**src/rtl/slc3_input_pkg.sv**
```systemverilog
// slc3_input_pkg: shared debouncer state encoding and button indices for the input conditioner
package slc3_input_pkg;
    typedef enum logic [1:0] {RELEASED, PRESS_WAIT, PRESSED, RELEASE_WAIT} db_state_t;
    localparam int BTN_RESET = 0, BTN_RUN = 1, BTN_CONTINUE = 2, NUM_BTN = 3;
endpackage

```
**src/rtl/button_debouncer.sv**
```systemverilog
// button_debouncer: accepts a synchronized active-low key level only after it holds steady, with a press strobe
module button_debouncer
    import slc3_input_pkg::*;
#(
    parameter int DEBOUNCE_CYCLES = 500000
) (
    input  logic Clk,
    input  logic Reset,
    input  logic key_sync,
    output logic level_n,
    output logic press_pulse
);
    localparam int CW = $clog2(DEBOUNCE_CYCLES + 1);
    localparam logic [CW-1:0] CMAX = CW'(DEBOUNCE_CYCLES);
    db_state_t state, state_nx;
    logic [CW-1:0] cnt, cnt_nx;
    logic down;
    assign down = (state == PRESSED) || (state == RELEASE_WAIT);
    // State and counter registers; level and strobe are registered one edge behind the state
    always_ff @(posedge Clk) begin
        if (Reset) begin
            state       <= RELEASED;
            cnt         <= '0;
            level_n     <= 1'b1;
            press_pulse <= 1'b0;
        end else begin
            state       <= state_nx;
            cnt         <= cnt_nx;
            level_n     <= !down;
            press_pulse <= level_n && down;
        end
    end
    // Next state: a change must persist for DEBOUNCE_CYCLES+1 samples; any glitch restarts the count
    always_comb begin
        state_nx = state;
        cnt_nx   = cnt;
        case (state)
            RELEASED: begin
                state_nx = key_sync ? RELEASED : PRESS_WAIT;
                cnt_nx   = key_sync ? '0 : CW'(1);
            end
            PRESS_WAIT: begin
                if (key_sync) begin
                    state_nx = RELEASED;
                    cnt_nx   = '0;
                end else if (cnt == CMAX) state_nx = PRESSED;
                else cnt_nx = cnt + 1'b1;
            end
            PRESSED: begin
                state_nx = key_sync ? RELEASE_WAIT : PRESSED;
                cnt_nx   = key_sync ? CW'(1) : '0;
            end
            RELEASE_WAIT: begin
                if (!key_sync) begin
                    state_nx = PRESSED;
                    cnt_nx   = '0;
                end else if (cnt == CMAX) state_nx = RELEASED;
                else cnt_nx = cnt + 1'b1;
            end
        endcase
    end
endmodule

```
**src/rtl/slc3_input_conditioner.sv**
```systemverilog
// slc3_input_conditioner: synchronizes switches and synchronizes/debounces the three board buttons
module slc3_input_conditioner
    import slc3_input_pkg::*;
#(
    parameter int DEBOUNCE_CYCLES = 500000,
    parameter int SYNC_STAGES     = 2,
    parameter int SW_WIDTH        = 16
) (
    input  logic                Clk,
    input  logic                Reset,
    input  logic [NUM_BTN-1:0]  KEY_raw,
    input  logic [SW_WIDTH-1:0] SW_raw,
    output logic                RESET_n,
    output logic                RUN_n,
    output logic                CONTINUE_n,
    output logic [NUM_BTN-1:0]  press_pulse,
    output logic [SW_WIDTH-1:0] S
);
    logic [SYNC_STAGES-1:0][NUM_BTN-1:0]  key_sq;
    logic [SYNC_STAGES-1:0][SW_WIDTH-1:0] sw_sq;
    logic [NUM_BTN-1:0] key_sync, level_n;
    assign key_sync = key_sq[SYNC_STAGES-1];
    // Synchronizer chains (keys idle released, switches idle low) plus the switch output register
    always_ff @(posedge Clk) begin
        key_sq <= Reset ? '1 : {key_sq[SYNC_STAGES-2:0], KEY_raw};
        sw_sq  <= Reset ? '0 : {sw_sq[SYNC_STAGES-2:0], SW_raw};
        S      <= Reset ? '0 : sw_sq[SYNC_STAGES-1];
    end
    for (genvar b = 0; b < NUM_BTN; b++) begin : g_db
        button_debouncer #(.DEBOUNCE_CYCLES(DEBOUNCE_CYCLES)) u_db (
            .Clk        (Clk),
            .Reset      (Reset),
            .key_sync   (key_sync[b]),
            .level_n    (level_n[b]),
            .press_pulse(press_pulse[b])
        );
    end
    assign RESET_n    = level_n[BTN_RESET];
    assign RUN_n      = level_n[BTN_RUN];
    assign CONTINUE_n = level_n[BTN_CONTINUE];
endmodule
```
**config.mk**
```make
export PLATFORM = sky130hd
export DESIGN_NAME = slc3_input_conditioner
export DESIGN_NICKNAME = d
export VERILOG_FILES = /design/src/rtl/slc3_input_pkg.sv /design/src/rtl/button_debouncer.sv /design/src/rtl/slc3_input_conditioner.sv
export SDC_FILE = /design/constraint.sdc
export NUM_CORES = 1
export LEC_CHECK = 0
export ABC_AREA = 1
export BUFFER_PORTS_ARGS = -buffer_cell sky130_fd_sc_hd__buf_2
export CORE_MARGIN = 3
export CORE_UTILIZATION = 53
export DETAILED_ROUTE_END_ITERATION = 12
export PLACE_DENSITY = 0.78
export SLEW_MARGIN = 20
export SYNTH_ARGS = -nofsm -noshare
export SYNTH_HDL_FRONTEND = slang
export SYNTH_SLANG_ARGS = --single-unit
```
**constraint.sdc**
```tcl
create_clock -name Clk -period 1.25 [get_ports Clk]
set_input_delay 0.0625 -clock Clk [delete_from_list [all_inputs] [get_ports Clk]]
set_output_delay 0.0625 -clock Clk [all_outputs]
set_load 0.02 [all_outputs]
```
==> impl_metrics.env <==
export IMPL_run_status="finished with violations"
export IMPL_violations="negative setup slack"
export IMPL_drive_above_1_share_pct=38.8
export IMPL_worstPathRequired_ns=1.65
export IMPL_seq_area_frac_synth_pct=49.5
export IMPL_final_net_count=846
export IMPL_wire_per_inst_microns=20.8
export IMPL_placed_cells=860
export IMPL_fin_ws_ns=-0.466
export IMPL_cpPeakStageDelay_ns=0.38
export IMPL_hpwl_microns=6930
export IMPL_ys_flop_type="dfxtp_1"
export IMPL_p_sw_w=0.00231
export IMPL_synth_fp_nets=704
export IMPL_wirelength_microns=19600
export IMPL_cts_root_buf="clkbuf_8"
export IMPL_die_y_microns=103
export IMPL_drv_slew=0
export IMPL_rrSetupSlack_ns=-0.47
export IMPL_synth_edf_count=0
export IMPL_clock_latency_ns=0.53
export IMPL_dp_slack_ns=-0.140
export IMPL_num_vias=5604
export IMPL_num_rows=34
export IMPL_area_growth_pct=46.3
export IMPL_switching_share_pct=25.0
export IMPL_clk_pin_slew_worst_paths_ns=0.06
export IMPL_ys_warn_count=0
export IMPL_ys_top_cells_by_area="dfxtp_1 (50%), nor2_1 (11%), inv_1 (8.8%)"
export IMPL_start_util_pct=55.7
export IMPL_slew_headroom_pct=72.0
export IMPL_yosysMostFrequentCell="nor2_1"
export IMPL_yosysTopAreaCellShare_pct=49.5
export IMPL_yosys_top_cells_count="nor2_1 (151), dfxtp_1 (123), inv_1 (117), nand2_1 (109), nand3_1 (39)"
export IMPL_clkPwrFrac_pct=53.0
export IMPL_firstDrtPassIters=7
export IMPL_diodes=0
export IMPL_maxCapViolations=0
export IMPL_grt_pass1_vias=4599
export IMPL_cp_common_cell="buf_6"
export IMPL_synth_area_per_cell_sq_um=7.34
export IMPL_fp_dieArea_sq_um=10600
export IMPL_syn_cell_area_sq_um=4970
export IMPL_synth_cells=677
export IMPL_cts_tree="built"
export IMPL_die_x_microns=103
export IMPL_seqPwrFrac_pct=43.7
export IMPL_first_iter_violations=743
export IMPL_max_slew_worst_pin_slew_ns=0.421
export IMPL_worstHoldPathType="primary input to flop"
export IMPL_cts_sinks=123
export IMPL_fin_skew_ns=0.00878
export IMPL_path_max_fanout=4
export IMPL_grt_max_degree=45
export IMPL_total_leakage_power_nw=2.97
export IMPL_antenna_found_initial=0
export IMPL_rsz0062_at_grt="yes"
export IMPL_peakVddDrop_mv=1.26
export IMPL_yosys_register_bits=123
export IMPL_fin_crit_ns=1.72
export IMPL_synth_distinct_cells=31
export IMPL_start_kind="flop"
export IMPL_vias_per_cell=5.96
export IMPL_grt_first_pass_wirelength_microns=20600
export IMPL_route_detailed_drc=0
export IMPL_end_kind="flop"
export IMPL_finalCritPeriodShare_pct=137
export IMPL_hold_violations=0
export IMPL_clk_path_buf_depth=2
export IMPL_grt_use_total_pct=25.0
export IMPL_fmax_mhz=583
export IMPL_core_area_sq_um=8930
export IMPL_io_pin_count=43
export IMPL_antenna_left=0
export IMPL_htreeDepth=4
export IMPL_path_cells="buf_6 > ha_4 > nand3_4 > nor2_4 > buf_6 > nand4_1 > o21ai_1 > a21oi_1"
export IMPL_place_congestion=0.889
export IMPL_setup_tns_ns=-8.46
export IMPL_arrival_ns=2.12
export IMPL_numCtsBuffers=17
export IMPL_final_cells=940
export IMPL_power_frac_comb_pct=3.4
export IMPL_async_flop_share_pct=0
export IMPL_yosysTopAreaCell="dfxtp_1"
export IMPL_p_per_area_nw_per_um2=1270
export IMPL_setup_viol=58
export IMPL_internal_power_w=0.00690
export IMPL_overflow=0
export IMPL_whs_ns=0.283
export IMPL_port_buffers=42
export IMPL_cp_slowest_cell="dfxtp_4"
export IMPL_worstSetupPathType="flop to flop"
## layout make-up
type | instances | area [sq um]
clock buffer | 19 | 442
clock inverter | 13 | 133
sequential | 123 | 2530
multi-input combinational | 422 | 2530
fill | 395 | 1660
tap | 108 | 135
timing repair buffer | 135 | 1010
inverter | 120 | 489
## registers in the layout (all words and copies together), names as in the netlist, named ones only
signal and cells:
key_sync 3, g_db.u_db.cnt 57, g_db.u_db.state 3, key_sq 3, g_db.u_db.press_pulse 3, S 16
sw_sq 32, g_db.u_db.level_n 3
## critical path, delay by kind of cell (launching register included)
family / cells / cell delay (ns)
flip-flops: 1 / 0.38
adder cells (fa/ha/maj): 1 / 0.19
AND/OR/NAND/NOR: 3 / 0.39
AO/OA/AOI/OAI: 2 / 0.37
buffers and inverters: 2 / 0.25
## final timing paths
| kind | cells past startpoint | start | endpoint |
|---|---|---|---|
| setup / recovery | 8 | g_db[0].u_db.cnt[0] | g_db[0].u_db.cnt[12] |
| hold / removal | 4 | SW_raw[4] | sw_sq[4] |
| setup reg to reg | 8 | g_db[0].u_db.cnt[0] | g_db[0].u_db.cnt[12] |
| hold reg to reg | 2 | sw_sq[5] | sw_sq[21] |
## logic make-up (layout without fill, tap and decap cells)
group                      Yosys count  after routing  synth area share [%]
DFF                                123            123                  49.5
and+or+nand+nor                    347            347                  30.0
buffers and inverters              132            287                  10.7
adders and majority gates            6              6                  1.51
xor gates and xnor gates            12             12                  2.11
AOI/OAI and AO/OA                   57             57                  6.14
## through the flow
stage	utilization (%)	instance area [sq um]	power, W
after CTS	73.7	6590	0.00901
after global placement	62.9	5620	0.00429
after detailed placement	62.9	5620	0.00430
final	81.4	7270	0.00921
after floorplan	-	4990	0.00423
after global routing	81.4	7270	0.00934
## layer usage
layer  wire length, microns  vias to the layer above  track usage (%)
li1                       -                     2366                -
met1                   6620                     2563             27.5
met2                   9390                      486             45.8
met3                   1860                      189             5.75
met4                   1700                        0             11.1
met5                      0                        -                0
## power groups by stage
| stage | clock, W | combinational (W) | sequential (W) |
|---|---|---|---|
| floorplan | 0 | 0.000107 | 0.00412 |
| global placement | 0 | 0.000183 | 0.00411 |
| detailed placement | 0 | 0.000190 | 0.00411 |
| CTS | 0.00474 | 0.000250 | 0.00402 |
| global route | 0.00499 | 0.000331 | 0.00402 |
| finish | 0.00488 | 0.000310 | 0.00402 |
## cell usage in the layout, fill, tap and decap left out, drive strengths merged
cell type,count
nor2,161
inv,124
dfxtp,123
buf,115
nand2,112
nand3,40
a21oi,31
o21ai,24
dlygate4sd3,20
clkbuf,19
nor3,15
nand4,11
xor2,9
or2,6
ha,6
clkinvlp,5
clkinv,3
xnor2,3
o21bai,2
nand3b,1
and2,1
bufinv,1
## what timing repair did
action	CTS	global route
endpoints found under the setup margin	43	62
gates cloned	0	1
buffers inserted	7	21
gates resized for setup	59	159
pin swaps	21	55
hold endpoints to repair	24	0
hold buffers	20	0
(Power assumes the default switching activity.)
